$ cat src/rtl/c16_loader_pkg.sv
// Shared types and constants for the C16 PRG loader.
// Pointer-patch table: BASIC/KERNAL end-of-program vectors.
package c16_loader_pkg;

  typedef enum logic [2:0] {
    IDLE,
    HDR_LO,
    HDR_HI,
    DATA,
    PATCH
  } state_e;

  localparam int PATCH_N = 8;

  localparam logic [7:0] PATCH_ADDR [0:PATCH_N-1] = '{
    8'h2D, 8'h2E, 8'h2F, 8'h30,
    8'h31, 8'h32, 8'hAE, 8'hAF
  };

endpackage

$ cat src/rtl/c16_prg_loader.sv
// Streams a PRG download into C16 RAM port A and
// patches the end-of-program pointers afterwards.
module c16_prg_loader
  import c16_loader_pkg::*;
#(
  parameter logic [7:0]  PRG_INDEX = 8'd1,
  parameter int unsigned PATCH_GAP = 1
) (
  input  logic        clk_sys,
  input  logic        reset,
  input  logic        ioctl_download,
  input  logic [7:0]  ioctl_index,
  input  logic        ioctl_wr,
  input  logic [24:0] ioctl_addr,
  input  logic [7:0]  ioctl_dout,
  output logic [15:0] dl_addr,
  output logic [7:0]  dl_data,
  output logic        dl_wr,
  output logic        busy,
  output logic        done,
  output logic [15:0] end_addr,
  output logic [1:0]  err
);

  localparam logic [1:0] GAP = 2'(PATCH_GAP);
  localparam logic [2:0] LAST = 3'(PATCH_N - 1);

  state_e      state_q;
  logic        act_q;
  logic [15:0] addr_q;
  logic        wrap_q;
  logic [2:0]  idx_q;
  logic [1:0]  gap_q;
  logic        pfin_q;
  logic [15:0] dl_addr_q;
  logic [7:0]  dl_data_q;
  logic        dl_wr_q;
  logic        busy_q;
  logic        done_q;
  logic [15:0] end_addr_q;
  logic [1:0]  err_q;

  logic act;
  logic rise;
  logic fall;
  logic wr_ok;

  assign act   = ioctl_download &&
                 (ioctl_index == PRG_INDEX);
  assign rise  = act && !act_q;
  assign fall  = !act && act_q;
  assign wr_ok = act && ioctl_wr;

  always_ff @(posedge clk_sys or posedge reset) begin
    if (reset) begin
      state_q    <= IDLE;
      act_q      <= 1'b0;
      addr_q     <= '0;
      wrap_q     <= 1'b0;
      idx_q      <= '0;
      gap_q      <= '0;
      pfin_q     <= 1'b0;
      dl_addr_q  <= '0;
      dl_data_q  <= '0;
      dl_wr_q    <= 1'b0;
      busy_q     <= 1'b0;
      done_q     <= 1'b0;
      end_addr_q <= '0;
      err_q      <= '0;
    end else begin
      act_q   <= act;
      dl_wr_q <= 1'b0;
      done_q  <= 1'b0;
      // A new download always restarts, even mid-patch.
      if (rise) begin
        state_q <= HDR_LO;
        err_q   <= '0;
        busy_q  <= 1'b1;
        wrap_q  <= 1'b0;
        pfin_q  <= 1'b0;
      end else begin
        unique case (state_q)
          IDLE: begin
          end
          HDR_LO: begin
            if (fall) begin
              state_q  <= IDLE;
              err_q[0] <= 1'b1;
              busy_q   <= 1'b0;
            end else if (wr_ok &&
                         ioctl_addr == 25'd0) begin
              addr_q[7:0] <= ioctl_dout;
              state_q     <= HDR_HI;
            end
          end
          HDR_HI: begin
            if (fall) begin
              state_q  <= IDLE;
              err_q[0] <= 1'b1;
              busy_q   <= 1'b0;
            end else if (wr_ok &&
                         ioctl_addr == 25'd1) begin
              addr_q[15:8] <= ioctl_dout;
              state_q      <= DATA;
            end
          end
          DATA: begin
            if (fall) begin
              state_q    <= PATCH;
              end_addr_q <= addr_q;
              idx_q      <= '0;
              gap_q      <= '0;
              pfin_q     <= 1'b0;
            end else if (wr_ok) begin
              if (wrap_q) begin
                err_q[1] <= 1'b1;
              end else begin
                dl_wr_q   <= 1'b1;
                dl_addr_q <= addr_q;
                dl_data_q <= ioctl_dout;
                addr_q    <= addr_q + 16'd1;
                if (addr_q == 16'hFFFF)
                  wrap_q <= 1'b1;
              end
            end
          end
          PATCH: begin
            if (pfin_q) begin
              done_q  <= 1'b1;
              busy_q  <= 1'b0;
              pfin_q  <= 1'b0;
              state_q <= IDLE;
            end else if (gap_q == 2'd0) begin
              dl_wr_q   <= 1'b1;
              dl_addr_q <= {8'h00, PATCH_ADDR[idx_q]};
              dl_data_q <= idx_q[0] ?
                           end_addr_q[15:8] :
                           end_addr_q[7:0];
              gap_q     <= GAP;
              idx_q     <= idx_q + 3'd1;
              if (idx_q == LAST)
                pfin_q <= 1'b1;
            end else begin
              gap_q <= gap_q - 2'd1;
            end
          end
          default: state_q <= IDLE;
        endcase
      end
    end
  end

  assign dl_addr  = dl_addr_q;
  assign dl_data  = dl_data_q;
  assign dl_wr    = dl_wr_q;
  assign busy     = busy_q;
  assign done     = done_q;
  assign end_addr = end_addr_q;
  assign err      = err_q;

endmodule

$ cat config.mk
export PLATFORM = sky130hd
export DESIGN_NAME = c16_prg_loader
export DESIGN_NICKNAME = d
export VERILOG_FILES = /design/src/rtl/c16_loader_pkg.sv /design/src/rtl/c16_prg_loader.sv
export SDC_FILE = /design/constraint.sdc
export NUM_CORES = 1
export LEC_CHECK = 0
export ABC_AREA = 1
export BUFFER_PORTS_ARGS = -buffer_cell sky130_fd_sc_hd__buf_2
export CORE_MARGIN = 3
export CORE_UTILIZATION = 45
export DETAILED_ROUTE_END_ITERATION = 10
export PLACE_DENSITY = 0.76
export SLEW_MARGIN = 20
export SYNTH_ARGS = -nofsm -noshare
export SYNTH_HDL_FRONTEND = slang
export SYNTH_SLANG_ARGS = --single-unit
$ cat constraint.sdc
create_clock -name clk_sys -period 2.2 [get_ports clk_sys]
set_clock_uncertainty 0.15 [all_clocks]
set_input_delay 0 -clock clk_sys [delete_from_list [all_inputs] [get_ports clk_sys]]
set_output_delay 0 -clock clk_sys [all_outputs]
set_load 0.01 [all_outputs]
==> impl_metrics.toml, run 1 <==
[run_status]
status = "finished clean"

[setup_path]
r2r-start = "state_q[2]"
crit_top_cell = "nand2_1"
path_cells = "dlygate4sd3_1, buf_2, nand2_1, nor2_2, ha_1, buf_4, nor3_1, nand2_1, and2_1, buf_12, nand2_1, o21ai_1"
cp-start-kind = "input port"
required_ps = 2280
r2r_slack_ps = 240
crit_slowest_cell = "dlygate4sd3_1"
crit_start = "ioctl_download"
worstPathArrival_ps = 2090
worstSetupEndpointType = "flop"
crit_path_max_incr_delay_ps = 530
ff2ff_path_depth = 10
critical_path_class = "input port to flop"
cp_max_fo = 48
rr_endpoint = "dl_addr[14]"

[placement]
place.gp.congestion = 0.923
place_area_um2 = 4500
place.detailed.hpwl_um = 7760
placement.io_buffers = 89

[power_and_ir_drop]
design_power_total_mw = 2.87
ir_drop_v = 0.000342
power_per_cell_area_nw_per_um2 = 590
p_leak_nw = 2.64

[synthesis]
synth.distinct_cells = 34
syn_inst = 526
synth_area_per_cell_um2 = 7.41
seq_area_frac_synth_pct = 46.2
synthesis.nets = 578
netlist_area_um2 = 3900
ys_ff_latch = 72
yosys_warnings = 0

[final_layout]
syn2layout_area_growth_pct = 25.0
multi_input_area_um2 = 1840
num_antenna_cells = 0
final_area_um2 = 4870
seq_area_um2 = 1800
drive_gt1_share_pct = 20.8
fillers = 767
nets = 683

[routing]
drt_wl_total_um = 10500
drtIter0Drc = 271
remaining_drc_errors = 0
ant_nets = 0
dr.pass1.iters = 5
routed_via_density = 5.21
num_vias = 3860
wl_per_cell_um = 14.2

[cts]
htree_levels = 3
cts_tree = "done"
clkLatencyLatePin_ps = 350
clockRootBuffer = "clkbuf_8"
numCtsBuffers = 9
cts.path.max_buffers = 2
clock-sinks = 72
clk_pin_slew_ps = 80

[grt]
grt_pass1_vias = 3537
grt_pass1_wl_um = 16900
grt_start_max_net_pins = 49
track_usage_pct = 21.3
grt-ovfl-total = 0
grt_antenna_before_repair = 0

[floorplan]
placementRows = 33
fp.coreArea_um2 = 8300
initial_core_util_pct = 47.0
die_x_um = 99.1
die_area_um2 = 9820
dieHeight_um = 99.1
io_pins = 90

[timing]
hold_violations = 0
setup-violations-final = 0
worst_pin_slew_ps = 561
finalCritPeriodShare_pct = 91.2
max_freq_ghz = 0.498
drv_slew = 0
slew_headroom_pct = 62.5
period_needed_ps = 2010

[hold_path]
hp-start = "ioctl_wr"
hold_depth = 7
hold_class = "input port to flop"
min_to = "wrap_q"

[flow_run]
maxCapViolCount = 0
synth_stat cells (all sizes together):
cell type	n	share of area (%)
a21boi	2	0.38
a21oi	11	1.7
and2	1	0.16
buf	7	1.1
clkbuf	12	1.2
clkinv	1	0.096
dfrtp	72	46
ha	7	2.2
inv	48	4.7
mux2i	1	0.26
nand2	174	17
nand3	37	4.7
nand4	10	1.6
nor2	43	4.7
nor3	12	2.1
nor3b	1	0.19
o211ai	1	0.19
o21ai	78	10
o22ai	2	0.32
o31ai	2	0.38
or2	1	0.16
xnor2	1	0.22
xor2	2	0.45
flip-flops by register name, summed over array words and instances (netlist names):
name / cells
state_q: 3
busy: 1
act_q: 1
dl_data: 8
wrap_q: 1
idx_q: 3
addr_q: 16
dl_wr: 1
pfin_q: 1
err: 2
gap_q: 2
done: 1
end_addr: 16
dl_addr: 16
metrics by stage:
step | util [%] | hold slack (ps) | worst slack, ps | cells | TNS [ps]
finish | 58.7 | 55.0 | 193 | 741 | 0
global route | 58.7 | 114 | -28.7 | 741 | -62.4
CTS | 58.5 | 24.1 | 82.8 | 740 | 0
detailed placement | 54.2 | -59.6 | 86.7 | 713 | 0
global placement | 54.2 | -68.3 | 169 | 713 | 0
floorplan | - | 52.2 | 225 | 526 | 0
power breakdown:
group          internal [mW]  leakage (nW)  switching [mW]
clock network          0.785         0.124           0.506
logic                 0.0932          1.61           0.139
registers               1.33         0.905          0.0142
total                   2.21          2.64           0.660
cells by family (layout without fill, tap and decap cells):
family                     count (synthesis)  count (layout)  share of synthesized area (%)
muxes                                      1               1                          0.257
xor gates and xnor gates                   3               3                          0.674
buffers and inverters                     68             177                           7.06
DFF                                       72              72                           46.2
and+or+nand+nor                          279             280                           30.6
AOI/OAI and AO/OA                         96              96                           13.0
adders and majority gates                  7               7                           2.25
cell usage in the layout (no fill, tap or decap), drive strengths merged:
| master | Yosys | routed |
|---|---|---|
| nor3 | 12 | 12 |
| ha | 7 | 7 |
| nand4 | 10 | 10 |
| inv | 48 | 48 |
| buf | 7 | 101 |
| xor2 | 2 | 2 |
| a21oi | 11 | 11 |
| o21ai | 78 | 78 |
| and2 | 1 | 1 |
| dfrtp | 72 | 72 |
| a21boi | 2 | 2 |
| mux2i | 1 | 1 |
| dlygate4sd3 | 0 | 11 |
| nand3 | 37 | 37 |
| clkinv | 1 | 3 |
| o211ai | 1 | 1 |
| o31ai | 2 | 2 |
| nor2 | 43 | 43 |
| nand2 | 174 | 175 |
| o22ai | 2 | 2 |
| xnor2 | 1 | 1 |
| nor3b | 1 | 1 |
| clkbuf | 12 | 11 |
| bufinv | 0 | 3 |
| or2 | 1 | 1 |
per-layer routing:
layer  GRT usage (%)  routed length (µm)  vias up
li1                -                   -     1920
met5               0                   0        -
met3            3.18                 813       20
met4            7.98                 194        0
met2            33.3                4800      166
met1            30.1                4690     1754
cell type report:
class,instances,area share [%]
multi-input cells,387,37.7
flip-flops and latches,72,37.0
repair buffers,112,13.8
inverters,49,3.83
clock buffers,11,2.90
well taps,105,2.70
clock inverters,5,2.13
timing repair:
action | in CTS | in global routing
setup buffers | 0 | 0
hold buffers | 11 | 0
resized for setup | 0 | 4
setup endpoints to repair | 0 | 16
hold endpoints to repair | 51 | 0
critical path: cells and delay by family:
kind            cells  cell delay (ps)
buf+inv             4             1010
simple gates        6              800
fa+ha+maj           1              190
compound gates      1               70
how the worst max path moves through the flow:
stage,endpoint,slack [ps],cells after the start
after floorplan,act_q,230,1
after global placement,addr_q[3],170,12
after detailed placement,addr_q[6],90,12
after CTS,addr_q[6],80,12
after global routing,addr_q[2],-30,12
final,dl_addr[14],190,12
Power figures use the tool's default switching activity.
==> run 2: changes to the inputs <==
Settings changed: GPL_TIMING_DRIVEN set to 0.
==> run 2 against run 1 <==
Worst hold slack worse by 31 ps. First-iteration DRC count down 11%. Global-route usage up 1.4 points. Critical path type is now flop to flop. Clock-buffer cell count down 2. Routed wire length up 4.4%. Core utilization down 0.14 points. Cell count up 0.67%. Largest power group unchanged. Final area down 0.23%. Via count up 1.6%. Setup slack worse by 25 ps.
==> impl_metrics.toml, run 2 (same netlist as run 1, synthesis figures left out) <==
[floorplan]
initial_core_util_pct = 47.0
placementRows = 33
fp.coreArea_um2 = 8300
dieHeight_um = 99.1
io_pins = 90
die_area_um2 = 9820
die_x_um = 99.1

[power_and_ir_drop]
p_leak_nw = 2.62
power_per_cell_area_nw_per_um2 = 573
ir_drop_v = 0.000350

[timing]
rsz0062_at_grt = "false"
max_freq_ghz = 0.492
slew_headroom_pct = 64.5
finalCritPeriodShare_pct = 92.4
period_needed_ps = 2030
worst_pin_slew_ps = 533
drv_slew = 0
hold_violations = 0
hold_ws_ps = 24.4
setup-violations-final = 0

[cts]
numCtsBuffers = 9
cts.path.max_buffers = 2
clock-sinks = 72
clkLatencyLatePin_ps = 350
cts_tree = "done"
clk_pin_slew_ps = 80
clockRootBuffer = "clkbuf_8"
htree_levels = 3

[setup_path]
r2r-start = "state_q[2]"
worstPathArrival_ps = 2110
required_ps = 2270
crit_start = "state_q[2]"
cp-start-kind = "flop"
cp_max_fo = 10
critical_path_class = "flop to flop"
worstSetupEndpointType = "flop"

[run_status]
status = "finished clean"

[grt]
grt_pass1_vias = 3633
grt-ovfl-total = 0
grt_start_max_net_pins = 53
track_usage_pct = 22.8
grt_antenna_before_repair = 0
grt_pass1_wl_um = 17700

[final_layout]
num_antenna_cells = 0
nets = 688
syn2layout_area_growth_pct = 24.7
layout_common_cells = "nand2_1 (171), buf_2 (91), dfrtp_1 (72), o21ai_0 (52), inv_1 (44)"
fillers = 759
fin_util_pct = 58.6
final_common_cell = "nand2_1"
drive_gt1_share_pct = 20.6

[placement]
place.detailed.hpwl_um = 8340
placement.io_buffers = 89
place.gp.congestion = 0.902

[flow_run]
maxCapViolCount = 0

[routing]
wl_per_cell_um = 14.7
drtIter0Drc = 241
num_vias = 3920
drt_wl_total_um = 11000
routed_via_density = 5.25
remaining_drc_errors = 0
dr.pass1.iters = 5
ant_nets = 0

[hold_path]
hp-start = "ioctl_wr"
hold_class = "input port to flop"
[run 2: changes by cell type in the layout (fill, tap and decap cells not counted), sizes merged]
cell / previous run / this run
clkbuf: 11 / 18
nand2: 175 / 174
buf: 101 / 98
inv: 48 / 50
clkinvlp: 0 / 1
bufinv: 3 / 2
[run 2: timing repair]
action	in CTS	in global routing
pin swaps	0	1
hold endpoints to repair	97	0
setup buffers	0	1
setup endpoints to repair	10	33
resized for setup	3	7
hold buffers	11	0
[run 2: worst max-delay path, stage by stage (launching register included)]
cell,delay (ps)
dfrtp_1,420
inv_2,90
nand2_4,70
nor2_8,180
inv_4,80
nor2_4,100
nand3_1,120
and2_4,180
buf_4,180
buf_4,180
nand2_1,60
o21ai_1,80
[run 2: per-layer routing]
metal  GRT usage, %  vias up  wire, µm
li1               -     1931         -
met3           4.18       23       777
met1           31.3     1793      4900
met5              0        -         0
met2           36.1      173      5080
met4           8.19        0       202
[run 2: final timing paths]
check | end | slack, ps | cells past startpoint
worst max register to register | dl_data[7] | 170 | 11
min in group asynchronous | dl_data[0] | 570 | 4
worst min-delay path | wrap_q | 20 | 7
worst min register to register | busy | 330 | 2
max in group asynchronous | addr_q[1] | 770 | 5
worst max-delay path | dl_data[7] | 170 | 11
[run 2: area by class of cell]
cell class              count  area [µm²]  share of cell area, %
plain buffers              16        80.1                   1.65
clock buffers               9         124                   2.55
clock inverters             7         103                   2.11
inverters                  49         189                   3.89
multi-input cells         386        1840                   37.9
flip-flops and latches     72        1800                   37.1
well taps                 105         131                   2.70
repair buffers            102         591                   12.1
[run 2: where the power goes]
part	internal, mW	switching, mW	total, mW
logic	0.0905	0.138	0.229
clock network	0.650	0.559	1.21
registers	1.33	0.0143	1.35
total	2.08	0.711	2.79
[run 2: stage by stage]
stage | setup TNS (ps) | total power [mW] | cell area (µm²) | setup WS (ps) | instances
after floorplan | 0 | 1.49 | 3900 | 225 | 526
after global placement | -42930 | 1.57 | 4480 | -586 | 720
after detailed placement | -2430 | 1.59 | 4510 | -188 | 721
after CTS | 0 | 2.80 | 4840 | 35.1 | 747
after global routing | 0 | 2.89 | 4860 | 30.4 | 746
final | 0 | 2.79 | 4860 | 167 | 746
==> run 3: changes to the inputs <==
Settings changed: ABC_AREA 1 to not set, GPL_TIMING_DRIVEN 0 to not set.
==> run 3 against run 2 <==
Synthesized cell count shrank 19%. Via count down 3.4%. Worst hold slack improved by 61 ps. Cell count decreased by 12%. Global-route usage shrank 0.92 points. Largest cell class unchanged. First-iteration DRC count grew 30%.
==> impl_metrics.toml, run 3 <==
[run_status]
status = "finished clean"

[setup_path]
cp-start-kind = "flop"
crit_family = "compound AO/OA/AOI/OAI gates"
worstPathArrival_ps = 2220
path_buf_inv = 1
crit_path_max_incr_delay_ps = 400
critical_path_class = "flop to flop"
path_cells = "or3b_4, o41a_1, a211o_4, inv_2, mux2_4"
required_ps = 2280
crit_slowest_cell = "dfrtp_1"
worstSetupEndpointType = "flop"
cp_max_fo = 5

[timing]
hold_violations = 0
setup-violations-final = 0
period_needed_ps = 2140
max_freq_ghz = 0.467
slew_headroom_pct = 65.6
final.setup.worst_slack_ps = 60.8
setup_tns_ps = 0
drv_slew = 0
worst_pin_slew_ps = 514
finalCritPeriodShare_pct = 97.2

[final_layout]
fillers = 698
syn2layout_area_growth_pct = 30.5
num_antenna_cells = 0
drive_gt1_share_pct = 32.3
final_common_cell = "buf_2"
layout_common_cells = "buf_2 (89), dfrtp_1 (72), nand2_1 (57), a21oi_1 (41), nor2_1 (34)"
nets = 595
final_area_um2 = 5040

[flow_run]
maxCapViolCount = 0

[floorplan]
fp.coreArea_um2 = 8300
placementRows = 33
io_pins = 90
dieHeight_um = 98.7
initial_core_util_pct = 46.6
die_x_um = 98.7
die_area_um2 = 9740

[placement]
place_area_um2 = 4590
place.gp.congestion = 0.936
place.detailed.hpwl_um = 7540
dp_slack_ps = -239
placement.io_buffers = 89

[synthesis]
synth.largest_area_cell = "dfrtp_1"
yosys_warnings = 0
synthesis.nets = 477
synth_area_per_cell_um2 = 9.10
synthArstFlopShare_pct = 100
yosysMostFrequentCell = "dfrtp_1"
synth_edf_count = 0
netlist_area_um2 = 3870
syn_inst = 425
ys_top_cells_by_count = "dfrtp_1 (72), nand2_1 (57), a21oi_1 (41)"
synthFlopType = "dfrtp_1"
synth.distinct_cells = 56
ys_top_cells_by_area = "dfrtp_1 (47%), nand2_1 (5.5%), a21oi_1 (5.3%), nor2_1 (3.4%), mux2i_1 (2.6%)"
seq_area_frac_synth_pct = 46.6
ys_ff_latch = 72
yosysTopAreaCellShare_pct = 46.6

[routing]
wl_per_cell_um = 16.7
drt_wl_total_um = 10900
remaining_drc_errors = 0
num_vias = 3788
routed_via_density = 5.80
ant_nets = 0
dr.pass1.iters = 5
drtIter0Drc = 314

[grt]
grt_pass1_vias = 3483
grt_start_max_net_pins = 73
grt_antenna_before_repair = 0
grt-ovfl-total = 0
track_usage_pct = 21.8
grt_pass1_wl_um = 17300

[cts]
clk_pin_slew_ps = 80
cts.path.max_buffers = 2
clockRootBuffer = "clkbuf_8"
htree_levels = 3
clock-sinks = 72
numCtsBuffers = 9
cts_tree = "done"
clkLatencyLatePin_ps = 350

[power_and_ir_drop]
design_power_total_mw = 4.62
p_leak_nw = 2.48
power_per_cell_area_nw_per_um2 = 916
ir_drop_v = 0.000414

[hold_path]
hold_class = "input port to flop"
-- run 3: cell types whose count changed after synthesis, sizes merged, moves of 10 or more --
cell,before,now
a21oi,11,41
and3,0,11
inv,48,20
mux2,0,10
nand2,174,57
nand3,37,11
o21ai,78,38
o22ai,2,12
-- run 3: cell type report --
type | instances | area, µm² | area share (%)
multi-input combinational | 308 | 1940 | 38.5
sequential | 72 | 1800 | 35.7
timing repair buffer | 132 | 863 | 17.1
clock buffer | 10 | 138 | 2.73
tap | 105 | 131 | 2.60
clock inverter | 6 | 91.3 | 1.81
inverter | 20 | 75.1 | 1.49
-- run 3: tightest hold or removal path, cell delays in order --
cell,delay (ps)
buf_2,80
nor3b_2,40
nand4_1,140
a211o_4,220
inv_2,60
-- run 3: final timing paths --
kind	depth (start not counted)	slack [ps]	startpoint	to
max in group asynchronous	4	1470	reset	act_q
setup / recovery	5	60	state_q[0]	dl_addr[2]
hold reg to reg	2	330	dl_data[2]	dl_data[2]
setup reg to reg	5	60	state_q[0]	dl_addr[2]
min in group asynchronous	4	120	reset	done
hold / removal	5	90	ioctl_index[1]	dl_wr
-- run 3: stage by stage --
step / util (%) / hold WS (ps) / std cells
2_1_floorplan: - / 7.22 / 425
3_3_place_gp: 55.4 / -39.0 / 623
3_5_place_dp: 55.4 / -34.7 / 623
4_1_cts: 59.5 / 86.9 / 650
5_1_grt: 60.8 / 93.4 / 653
6_report: 60.8 / 85.8 / 653
-- run 3: report_power, final --
group / internal [mW] / leakage (nW) / switching, mW
clock network: 0.673 / 0.105 / 0.541
registers: 1.58 / 0.911 / 0.162
logic: 0.725 / 1.46 / 0.941
total: 2.98 / 2.48 / 1.64
-- run 3: metal layers --
| layer | routed length [µm] | global-route usage (%) | vias to the layer above |
|---|---|---|---|
| met5 | 0 | 0 | - |
| met4 | 182 | 6.51 | 0 |
| met3 | 792 | 3.89 | 23 |
| met2 | 5050 | 34.2 | 190 |
| met1 | 4850 | 31.1 | 1808 |
| li1 | - | - | 1767 |
-- run 3: cell families (layout without fill, tap and decap cells) --
logic type / Yosys count / count (layout) / synth area share (%)
muxes: 20 / 20 / 5.50
adders and majority gates: 7 / 7 / 2.27
and+or+nand+nor: 150 / 150 / 19.1
AOI/OAI and AO/OA: 131 / 131 / 21.2
buffers and inverters: 45 / 168 / 5.34
DFF: 72 / 72 / 46.6
-- run 3: what timing repair did --
action	4_1_cts	5_1_grt
pin swaps	0	2
hold buffers	11	0
endpoints found under the hold margin	92	0
gates resized for setup	1	14
cloned	0	1
buffers inserted	0	2
setup endpoints to repair	8	36
